**src/rtl/sr_cmd_pkg.sv**
```systemverilog
// sr_cmd_pkg: shared FSM state type and SR command encodings for sr_cmd_gen.
package sr_cmd_pkg;

    typedef enum logic [1:0] {ST_IDLE, ST_DRIVE, ST_VERIFY} state_e;

    localparam logic [1:0] SR_HOLD    = 2'b00;
    localparam logic [1:0] SR_RST     = 2'b01;
    localparam logic [1:0] SR_SET     = 2'b10;
    localparam logic [1:0] SR_ILLEGAL = 2'b11;

endpackage

```
**src/rtl/sr_in_cond.sv**
```systemverilog
// sr_in_cond: 2-flop synchronizer, optional debounce (SR_CMD_DEBOUNCE_EN), rising-edge pulse.
module sr_in_cond #(
    parameter int DB_CYCLES = 4
) (
    input  logic clk,
    input  logic rst_n,
    input  logic req_i,
    output logic pulse_o
);
    logic [1:0] sync_q;
    logic       lvl;
    logic       prev_q;

    always_ff @(posedge clk or negedge rst_n)
        if (!rst_n) begin
            sync_q <= '0;
            prev_q <= 1'b0;
        end else begin
            sync_q <= {sync_q[0], req_i};
            prev_q <= lvl;
        end

`ifdef SR_CMD_DEBOUNCE_EN
    logic       lvl_q;
    logic [7:0] cnt_q;

    // Counts consecutive samples that disagree with the conditioned level.
    always_ff @(posedge clk or negedge rst_n)
        if (!rst_n) begin
            lvl_q <= 1'b0;
            cnt_q <= '0;
        end else if (sync_q[1] == lvl_q) begin
            cnt_q <= '0;
        end else if (cnt_q == 8'(DB_CYCLES - 1)) begin
            lvl_q <= sync_q[1];
            cnt_q <= '0;
        end else begin
            cnt_q <= cnt_q + 8'd1;
        end

    assign lvl = lvl_q;
`else
    logic unused_db;
    assign unused_db = |DB_CYCLES;
    assign lvl       = sync_q[1];
`endif

    assign pulse_o = lvl & ~prev_q;

endmodule

```
**src/rtl/sr_cmd_gen.sv**
```systemverilog
// sr_cmd_gen: conditions set/reset requests, arbitrates them and drives legal SR commands with
// feedback verification. Define SR_CMD_DEBOUNCE_EN to insert the input debouncers.
module sr_cmd_gen
    import sr_cmd_pkg::*;
#(
    parameter int DB_CYCLES = 4,
    parameter bit PRIO_SET  = 1'b1
) (
    input  logic       clk,
    input  logic       rst_n,
    input  logic       set_req,
    input  logic       rst_req,
    input  logic       q_fb,
    output logic [1:0] sr,
    output logic       busy,
    output logic       q_exp,
    output logic       conflict,
    output logic       err
);
    logic       set_edge, rst_edge;
    logic       set_pend_q, set_pend_d, rst_pend_q, rst_pend_d;
    state_e     state_q, state_d;
    logic [1:0] sr_q, sr_d;
    logic       q_exp_q, q_exp_d, conflict_q, conflict_d, err_q, err_d;
    logic       take, target;

    sr_in_cond #(.DB_CYCLES(DB_CYCLES)) u_set (
        .clk(clk), .rst_n(rst_n), .req_i(set_req), .pulse_o(set_edge)
    );

    sr_in_cond #(.DB_CYCLES(DB_CYCLES)) u_rst (
        .clk(clk), .rst_n(rst_n), .req_i(rst_req), .pulse_o(rst_edge)
    );

    always_comb begin
        take       = state_q == ST_IDLE && (set_pend_q || rst_pend_q);
        target     = set_pend_q && (PRIO_SET || !rst_pend_q);
        state_d    = state_q;
        sr_d       = SR_HOLD;
        q_exp_d    = q_exp_q;
        err_d      = err_q;
        conflict_d = take && set_pend_q && rst_pend_q;
        // A taken request clears both bits (winner consumed, loser dropped); a new edge re-arms.
        set_pend_d = (set_pend_q && !take) || set_edge;
        rst_pend_d = (rst_pend_q && !take) || rst_edge;
        case (state_q)
            ST_IDLE:
                if (take && target != q_exp_q) begin
                    state_d = ST_DRIVE;
                    sr_d    = target ? SR_SET : SR_RST;
                    q_exp_d = target;
                end
            ST_DRIVE:  state_d = ST_VERIFY;
            ST_VERIFY: begin
                state_d = ST_IDLE;
                err_d   = err_q || (q_fb != q_exp_q);
            end
            default:   state_d = ST_IDLE;
        endcase
    end

    always_ff @(posedge clk or negedge rst_n)
        if (!rst_n) begin
            state_q    <= ST_IDLE;
            sr_q       <= SR_HOLD;
            q_exp_q    <= 1'b0;
            conflict_q <= 1'b0;
            err_q      <= 1'b0;
            set_pend_q <= 1'b0;
            rst_pend_q <= 1'b0;
        end else begin
            state_q    <= state_d;
            sr_q       <= sr_d;
            q_exp_q    <= q_exp_d;
            conflict_q <= conflict_d;
            err_q      <= err_d;
            set_pend_q <= set_pend_d;
            rst_pend_q <= rst_pend_d;
        end

    assign sr       = sr_q;
    assign busy     = state_q != ST_IDLE;
    assign q_exp    = q_exp_q;
    assign conflict = conflict_q;
    assign err      = err_q;

    a_sr_legal: assert property (@(posedge clk) disable iff (!rst_n) sr_q != SR_ILLEGAL);

endmodule

```
**config.mk**
```make
export PLATFORM = sky130hd
export DESIGN_NAME = sr_cmd_gen
export DESIGN_NICKNAME = d
export VERILOG_FILES = /design/src/rtl/sr_cmd_pkg.sv /design/src/rtl/sr_in_cond.sv /design/src/rtl/sr_cmd_gen.sv
export SDC_FILE = /design/constraint.sdc
export NUM_CORES = 1
export LEC_CHECK = 0
export ABC_CLOCK_PERIOD_IN_PS = 1300
export CAP_MARGIN = 10
export CORE_AREA = 2 2 39 41
export DETAILED_ROUTE_END_ITERATION = 8
export DIE_AREA = 0 0 41 43
export MAX_ROUTING_LAYER = met4
export SLEW_MARGIN = 30
export SYNTH_ARGS = -nofsm -noshare
export SYNTH_HDL_FRONTEND = slang
export SYNTH_HIERARCHICAL = 1
export SYNTH_SLANG_ARGS = --single-unit
```
**constraint.sdc**
```tcl
create_clock -name clk -period 1.3 [get_ports clk]
set_input_delay 0.26 -clock clk [delete_from_list [all_inputs] [get_ports clk]]
set_output_delay 0.26 -clock clk [all_outputs]
set_load 0.02 [all_outputs]
```
# == Yosys cells after proc, flatten, opt, wreduce, memory -nomap -nowiden ==
# Index checks and enable logic that the tools add are counted.
# word_totals
in_bits,5
ff_bits,15
# op_classes
bitwise,4
muxes,5
n_reduce_logical,14
eq_ne,5
# ops
operator,count
two-way mux 2 bit,4
logical AND 1 bit,6
logical OR 1 bit,4
one-hot mux 2 bit (2 select lines),1
AND 1 bit,2
equality test 2 x 1 -> 1 bit (second input constant),1
equality test 2 bit (second input constant),1
logical NOT 2 bit,1
!= test 1 bit,2
!= test 2 x 1 -> 1 bit (second input constant),1
inverter 1 bit,2
AND reduction 2 bit,1
nonzero test 2 bit,1
logical NOT 1 bit,1

# == Longest topological paths before layout ==
# Gate-level depths: netlist of the first run.
# depth
depth_word,5
depth_mapped,3
mapped_depth_nobuf,3

# == Cells and area by module ==
# The synthesis of the first run kept the hierarchy.
# by_module_without_submodules
module,n_inst,area_per_inst_um2,cells_each
sr_cmd_gen,1,329.1,25
sr_in_cond,2,88.8,4

# == Worst setup path before layout of the first run ==
# OpenSTA, ideal clock, no wires.
# synth_timing
kind,register -> register
start,reg state_q[1]
end,reg rst_pend_q
n_path_buf,0
required_ps,1181
path_stages_with_launch,4
synth_period_minus_slack_ps,1026
arrival_time_ps,908
setup_time_ps,119
slack_ps,274
path_cell_list,dfrtp_1 -> nor2_1 -> inv_1 -> a21o_2
# synth_between
elab_chain_len,5
# synth_rtl
element,line,text
start: declaration,sr_cmd_gen.sv:22,"state_e state_q, state_d;"
start signal: assignment,sr_cmd_gen.sv:72,state_q <= state_d;
logical NOT 2 bit,sr_cmd_gen.sv:36,take = state_q == ST_IDLE && (set_pend_q || rst_pend_q);
logical AND 1 bit,sr_cmd_gen.sv:36,
logical NOT 1 bit,sr_cmd_gen.sv:45,rst_pend_d = (rst_pend_q && !take) || rst_edge;
logical AND 1 bit,sr_cmd_gen.sv:45,
logical OR 1 bit,sr_cmd_gen.sv:45,
named net rst_pend_d,sr_cmd_gen.sv:21,"logic set_pend_q, set_pend_d, rst_pend_q, rst_pend_d;"
end signal: assignment,sr_cmd_gen.sv:78,rst_pend_q <= rst_pend_d;
end: declaration,sr_cmd_gen.sv:21,
# The timed path passes the listed nets, and every way through them passes these cells.
# A chain may end at the register's enable or synchronous reset.

# == Worst setup path in the final report of the first run ==
# layout_timing
start,reg state_q[1]
end,out busy
# layout_between
elab_chain_len,1
# layout_rtl
element,line,text
nonzero test 2 bit,sr_cmd_gen.sv:82,assign busy = state_q != ST_IDLE;
end: declaration,sr_cmd_gen.sv:15,"output logic busy,"
# No other way between the ends.

==> results of run 1 <==
-- registers in the layout, summed over array words and instances (netlist names) --
name,flops
conflict,1
err,1
q_exp,1
rst_pend_q,1
set_pend_q,1
sr,2
state_q,2
u_rst/prev_q,1
u_rst/sync_q,2
u_set/prev_q,1
u_set/sync_q,2
-- routing by layer --
layer / share of wire [%] / vias up / wire, microns
li1: - / 148 / -
met2: 54 / 9 / 415
met5: 0 / - / 0
met3: 5.7 / 0 / 44
met1: 40 / 139 / 308
met4: 0 / 0 / 0
-- cell usage after synthesis, drive strengths merged --
cell type | instances | area [sq um]
a31o | 1 | 8.760
a22o | 1 | 8.760
a21oi | 1 | 5.000
nand3b | 1 | 7.510
inv | 2 | 7.510
nor3b | 1 | 7.510
nor2b | 2 | 27.53
and3 | 1 | 7.510
dfrtp | 15 | 375.4
nor2 | 3 | 11.26
a21o | 2 | 16.27
xor2 | 1 | 8.760
or3b | 1 | 8.760
nand2b | 1 | 6.260
-- cell usage in the layout, fill, tap and decap left out --
cell type / n
dfrtp_1: 15
dlygate4sd2_1: 5
clkdlybuf4s50_1: 4
buf_4: 4
clkbuf_4: 3
nor2_1: 2
buf_6: 2
nor2b_4: 2
nor2_4: 1
inv_2: 1
nand3b_1: 1
a21o_2: 1
and3_2: 1
a21o_1: 1
nor3b_1: 1
inv_1: 1
or3b_1: 1
a22o_1: 1
xor2_1: 1
a31o_2: 1
nand2b_1: 1
a21oi_1: 1
clkbuf_1: 1
-- power by group through the flow --
stage / registers [W] / logic, W / clock network, W
after detailed placement: 0.000648 / 0.000642 / 0
after global placement: 0.000641 / 0.000628 / 0
after floorplan: 0.000727 / 0.000218 / 0
final: 0.000657 / 0.000639 / 0.000245
after CTS: 0.000642 / 0.000603 / 0.000263
after global routing: 0.000671 / 0.000687 / 0.000292
-- through the flow --
| step | cell area (sq um) | setup slack [ns] | setup TNS (ns) | hold slack [ns] | total power, W |
|---|---|---|---|---|---|
| 4_1_cts | 688.2 | -0.1140 | -0.1140 | 0.2994 | 0.001508 |
| 6_report | 696.9 | 0.01120 | 0 | 0.2996 | 0.001542 |
| 2_1_floorplan | 506.7 | 0.2737 | 0 | -0.03559 | 0.0009443 |
| 5_1_grt | 696.9 | -0.03210 | -0.03210 | 0.2916 | 0.001650 |
| 3_5_place_dp | 664.4 | -0.1240 | -0.1240 | 0.3347 | 0.001290 |
| 3_3_place_gp | 664.4 | -0.08240 | -0.08240 | 0.3345 | 0.001269 |
-- cells by family after synthesis --
family,after synthesis,share of synthesized area (%)
and+or+nand+nor,10,15.07
xor gates and xnor gates,1,1.729
AOI/OAI and AO/OA,5,7.655
buffers and inverters,2,1.482
DFF,15,74.07
-- final cells by class --
cell class	instances	area, sq um
Fill cell	117	686.9
Inverter	2	7.507
Clock buffer	4	26.28
Tap cell	16	20.02
Sequential cell	15	375.4
Timing Repair Buffer	15	136.4
Multi-Input combinational cell	16	131.4
-- final timing paths --
| path | from | to | slack, ns | depth (start not counted) |
|---|---|---|---|---|
| worst max-delay path | state_q[1]$_DFFE_PN0P_ | busy | 0.01 | 3 |
| worst min-delay path | rst_n | sr[1]$_DFF_PN0_ | 0.30 | 2 |
| worst max register to register | state_q[1]$_DFFE_PN0P_ | q_exp$_DFFE_PN0P_ | 0.05 | 3 |
| worst min register to register | u_rst/sync_q[0]$_DFF_PN0_ | u_rst/sync_q[1]$_DFF_PN0_ | 0.35 | 0 |
| max in group asynchronous | rst_n | u_rst/prev_q$_DFF_PN0_ | 0.84 | 2 |
| min in group clk | u_rst/sync_q[0]$_DFF_PN0_ | u_rst/sync_q[1]$_DFF_PN0_ | 0.35 | 0 |
-- what timing repair did --
item,4_1_cts,5_1_grt
endpoints found under the setup margin,6,1
gates cloned,0,0
setup buffers,0,1
gates resized for setup,9,6
pin swaps,0,3
==> impl_metrics.json, run 1 <==
{
  "cts-root-buf": "clkbuf_4",
  "arrival_ns": 1.03,
  "finalCritPeriodShare_pct": 99.14,
  "worstPathRequired_ns": 1.04,
  "p_seq_share_pct": 42.6,
  "htreeDepth": 1,
  "dr.pass1.iters": 2,
  "hold_viol_final": 0,
  "avgSynthCellArea_sq_um": 15.36,
  "core_area_sq_um": 1384,
  "final_cell_count_no_fill": 68,
  "path_class": "reg2out",
  "path_max_fanout": 3,
  "finClkSkew_ns": 0.0004677,
  "critPathTopFamily": "flip-flops",
  "critPathSlowestCell": "dfrtp_1",
  "io_pins": 11,
  "dp_cells": 64,
  "vias": 296,
  "dieArea_sq_um": 1763,
  "fin_crit_ns": 1.289,
  "rsz0062_at_grt": "yes",
  "slowest_delay_ns": 0.43,
  "critPathBufInv": 2,
  "die_w_microns": 41,
  "maxSlewHeadroom_pct": 86.26,
  "status": "completed",
  "cts_hold_buf": 0,
  "met1_usage_pct": 16.43,
  "p_leak_nw": 0.3485,
  "drc": 0,
  "first_iter_violations": 2,
  "yosysSeqAreaShare_pct": 74.07,
  "vias_per_cell": 4.353,
  "synth-seq-cells": 15,
  "final_antenna_net_count": 0,
  "p_comb_share_pct": 41.5,
  "antenna_found_initial": 0,
  "place_congestion": 0.7919,
  "grt_max_degree": 16,
  "hpwl_microns": 596.4,
  "syn2layout_area_growth_pct": 37.53,
  "slew_violations": 0,
  "clockBufferDepth": 2,
  "cts.reportedPaths.clkPinSlew_ns": 0.08,
  "io_buffer_count": 10,
  "switching_share_pct": 33.75,
  "tightest_slew_ns": 0.2069,
  "pwr-share-clk_pct": 15.9,
  "first_global_vias": 319,
  "top_usage_layer": "met1",
  "path_cells": "nor2_4 -> inv_2 -> buf_6",
  "cts_buffers": 3,
  "antenna_cells": 0,
  "drt_wl_total_microns": 768,
  "synthCells": 33,
  "synth_nets": 38,
  "max_freq_mhz": 775.9,
  "worstHoldPathType": "in2async",
  "tritoncts": "done",
  "synth_warnings": 6,
  "layout-drive-gt1-share_pct": 30.77,
  "start_util_pct": 36.62,
  "switching_power_w": 0.0005203,
  "netlist_area_sq_um": 506.7,
  "row_count": 14,
  "cap_violations": 0,
  "die_y_microns": 43,
  "power.internal_w": 0.001021,
  "power.density_nw_per_um2": 2212,
  "yosysUniqueCellTypes": 15,
  "peakVddDrop_mv": 0.9557,
  "post_drt_wl_per_cell_microns": 11.29,
  "crit_path_end_kind": "primary output",
  "start_kind": "register",
  "clock_latency_ns": 0.27,
  "cts_sinks": 15,
  "grt.total_usage_pct": 12.35,
  "met3_usage_pct": 4.712,
  "setup_viol": 0,
  "use_met2_pct": 15.00,
  "gr-total-overflow": 0,
  "grt_pass1_wl_microns": 1352,
  "final_util_pct": 50.36,
  "nets": 58
}
Note: power is estimated with default switching activity, not from simulation.
==> run 2: changes to the inputs <==
- HOLD_SLACK_MARGIN: not set -> 0.08
==> results of run 2 <==
The final DEF is identical to that of run 1; final timing and power are the same.
==> run 3: changes to the inputs <==
- CAP_MARGIN: 10 -> not set
- SETUP_SLACK_MARGIN: not set -> 0.05
==> run 3 against run 2 <==
Against the previous run:
- first-iteration DRC count is the same
- clock power is essentially flat
- clock skew is the same
- critical endpoint unchanged
- wire length grew 0.52%
- critical path type unchanged
==> impl_metrics.json, run 3 (synthesized netlist as in run 1, its figures left out) <==
{
  "status": "completed",
  "layout-drive-gt1-share_pct": 34.62,
  "maxSlewHeadroom_pct": 86.53,
  "final_cell_mix": "dfrtp_1 (15), clkdlybuf4s50_1 (4), buf_4 (4), clkbuf_4 (3), clkdlybuf4s15_1 (3)",
  "finalCritPeriodShare_pct": 99.14,
  "path_class": "reg2out",
  "cts-root-buf": "clkbuf_4",
  "path_depth": 3,
  "worstHoldPathType": "in2async",
  "core_area_sq_um": 1384,
  "reg2regPathDepth": 3,
  "vias_per_cell": 4.338,
  "start_kind": "register",
  "dr.pass1.iters": 2,
  "max_freq_mhz": 775.9,
  "switching_share_pct": 33.95,
  "hpwl_microns": 596.4,
  "final_antenna_net_count": 0,
  "p_comb_share_pct": 41.3,
  "worstPathRequired_ns": 1.04,
  "critPathSlowestCell": "dfrtp_1",
  "hold_viol_final": 0,
  "die_y_microns": 43,
  "start_util_pct": 36.62,
  "mostFrequentLayoutCell": "dfrtp_1",
  "r2r-end": "q_exp$_DFFE_PN0P_",
  "tritoncts": "done",
  "fin_crit_ns": 1.289,
  "cts_buffers": 3,
  "clockBufferDepth": 2,
  "nets": 58,
  "power.internal_w": 0.001018,
  "path_cells": "nor2_4 -> inv_2 -> buf_6",
  "cts_sinks": 15,
  "vias": 295,
  "drt_wl_total_microns": 772,
  "finClkSkew_ns": 0.0004677,
  "slew_violations": 0,
  "power.density_nw_per_um2": 2224,
  "htreeDepth": 1,
  "post_drt_wl_per_cell_microns": 11.35,
  "dieArea_sq_um": 1763,
  "p_leak_nw": 0.3392,
  "place_congestion": 0.7919,
  "grt_max_degree": 16,
  "dp_cells": 64,
  "gr-total-overflow": 0,
  "rr_startpoint": "state_q[1]$_DFFE_PN0P_",
  "peakVddDrop_mv": 0.9601,
  "first_global_vias": 319,
  "io_buffer_count": 10,
  "grt_pass1_wl_microns": 1352,
  "slowest_delay_ns": 0.43,
  "reg2reg_slack_ns": 0.05,
  "p_seq_share_pct": 42.8,
  "row_count": 14,
  "cap_violations": 0,
  "cp-endpoint": "busy",
  "cts.reportedPaths.clkPinSlew_ns": 0.08,
  "die_w_microns": 41,
  "startpoint": "state_q[1]$_DFFE_PN0P_",
  "critPathTopFamily": "flip-flops",
  "first_iter_violations": 2,
  "drc": 0,
  "critPathBufInv": 2,
  "antenna_cells": 0,
  "antenna_found_initial": 0,
  "path_max_fanout": 3,
  "arrival_ns": 1.03,
  "crit_path_end_kind": "primary output",
  "rsz0062_at_grt": "yes",
  "grt.total_usage_pct": 12.35,
  "final_cell_count_no_fill": 68,
  "pwr-share-clk_pct": 15.9,
  "tightest_slew_ns": 0.2028,
  "io_pins": 11,
  "switching_power_w": 0.0005235,
  "power_w": 0.001542,
  "syn2layout_area_growth_pct": 36.79,
  "setup_viol": 0,
  "clock_latency_ns": 0.27
}
run 3: timing repair:
item                       4_1_cts  5_1_grt
pin swaps                        0        3
buffers inserted                 0        1
gates resized for setup          9       13
hold buffers                     0        0
hold endpoints to repair         0        0
gates cloned                     0        0
setup endpoints to repair        6        6
run 3: final cells by class:
| cell class | instances | area [sq um] |
|---|---|---|
| fillers | 117 | 690.7 |
| flip-flops and latches | 15 | 375.4 |
| repair buffers | 15 | 132.6 |
| multi-input cells | 16 | 131.4 |
| clock buffers | 4 | 26.28 |
| well taps | 16 | 20.02 |
| inverters | 2 | 7.507 |
run 3: worst min-delay path by stage:
stage,endpoint,slack [ns],cells past startpoint
final,sr[1]$_DFF_PN0_,0.30,2
after CTS,q_exp$_DFFE_PN0P_,0.30,2
after global placement,u_rst/sync_q[1]$_DFF_PN0_,0.33,0
after floorplan,conflict$_DFF_PN0_,-0.04,0
after detailed placement,u_rst/sync_q[1]$_DFF_PN0_,0.33,0
after global routing,conflict$_DFF_PN0_,0.29,2
run 3: power by group through the flow:
| stage | sequential [W] | clock (W) | combinational [W] |
|---|---|---|---|
| after floorplan | 0.000727 | 0 | 0.000218 |
| after global placement | 0.000641 | 0 | 0.000628 |
| after detailed placement | 0.000648 | 0 | 0.000642 |
| after CTS | 0.000642 | 0.000263 | 0.000603 |
| after global routing | 0.000673 | 0.000292 | 0.000684 |
| final | 0.000660 | 0.000245 | 0.000636 |
run 3: layer usage:
| layer | vias up | global-route usage, % | part of all wire [%] |
|---|---|---|---|
| li1 | 147 | - | - |
| met4 | 0 | 8.667 | 0 |
| met2 | 9 | 15.00 | 54 |
| met5 | - | - | 0 |
| met1 | 139 | 16.43 | 40 |
| met3 | 0 | 4.712 | 6.0 |
run 3: through the flow:
step / utilization, % / TNS (ns) / area, sq um / hold WS (ns) / setup WS, ns
6_report: 50.09 / 0 / 693.2 / 0.2999 / 0.01120
5_1_grt: 50.09 / -0.03210 / 693.2 / 0.2916 / -0.03210
4_1_cts: 49.73 / -0.1140 / 688.2 / 0.2994 / -0.1140
3_5_place_dp: 48.01 / -0.1240 / 664.4 / 0.3347 / -0.1240
3_3_place_gp: 48.01 / -0.08240 / 664.4 / 0.3345 / -0.08240
2_1_floorplan: - / 0 / 506.7 / -0.03559 / 0.2737
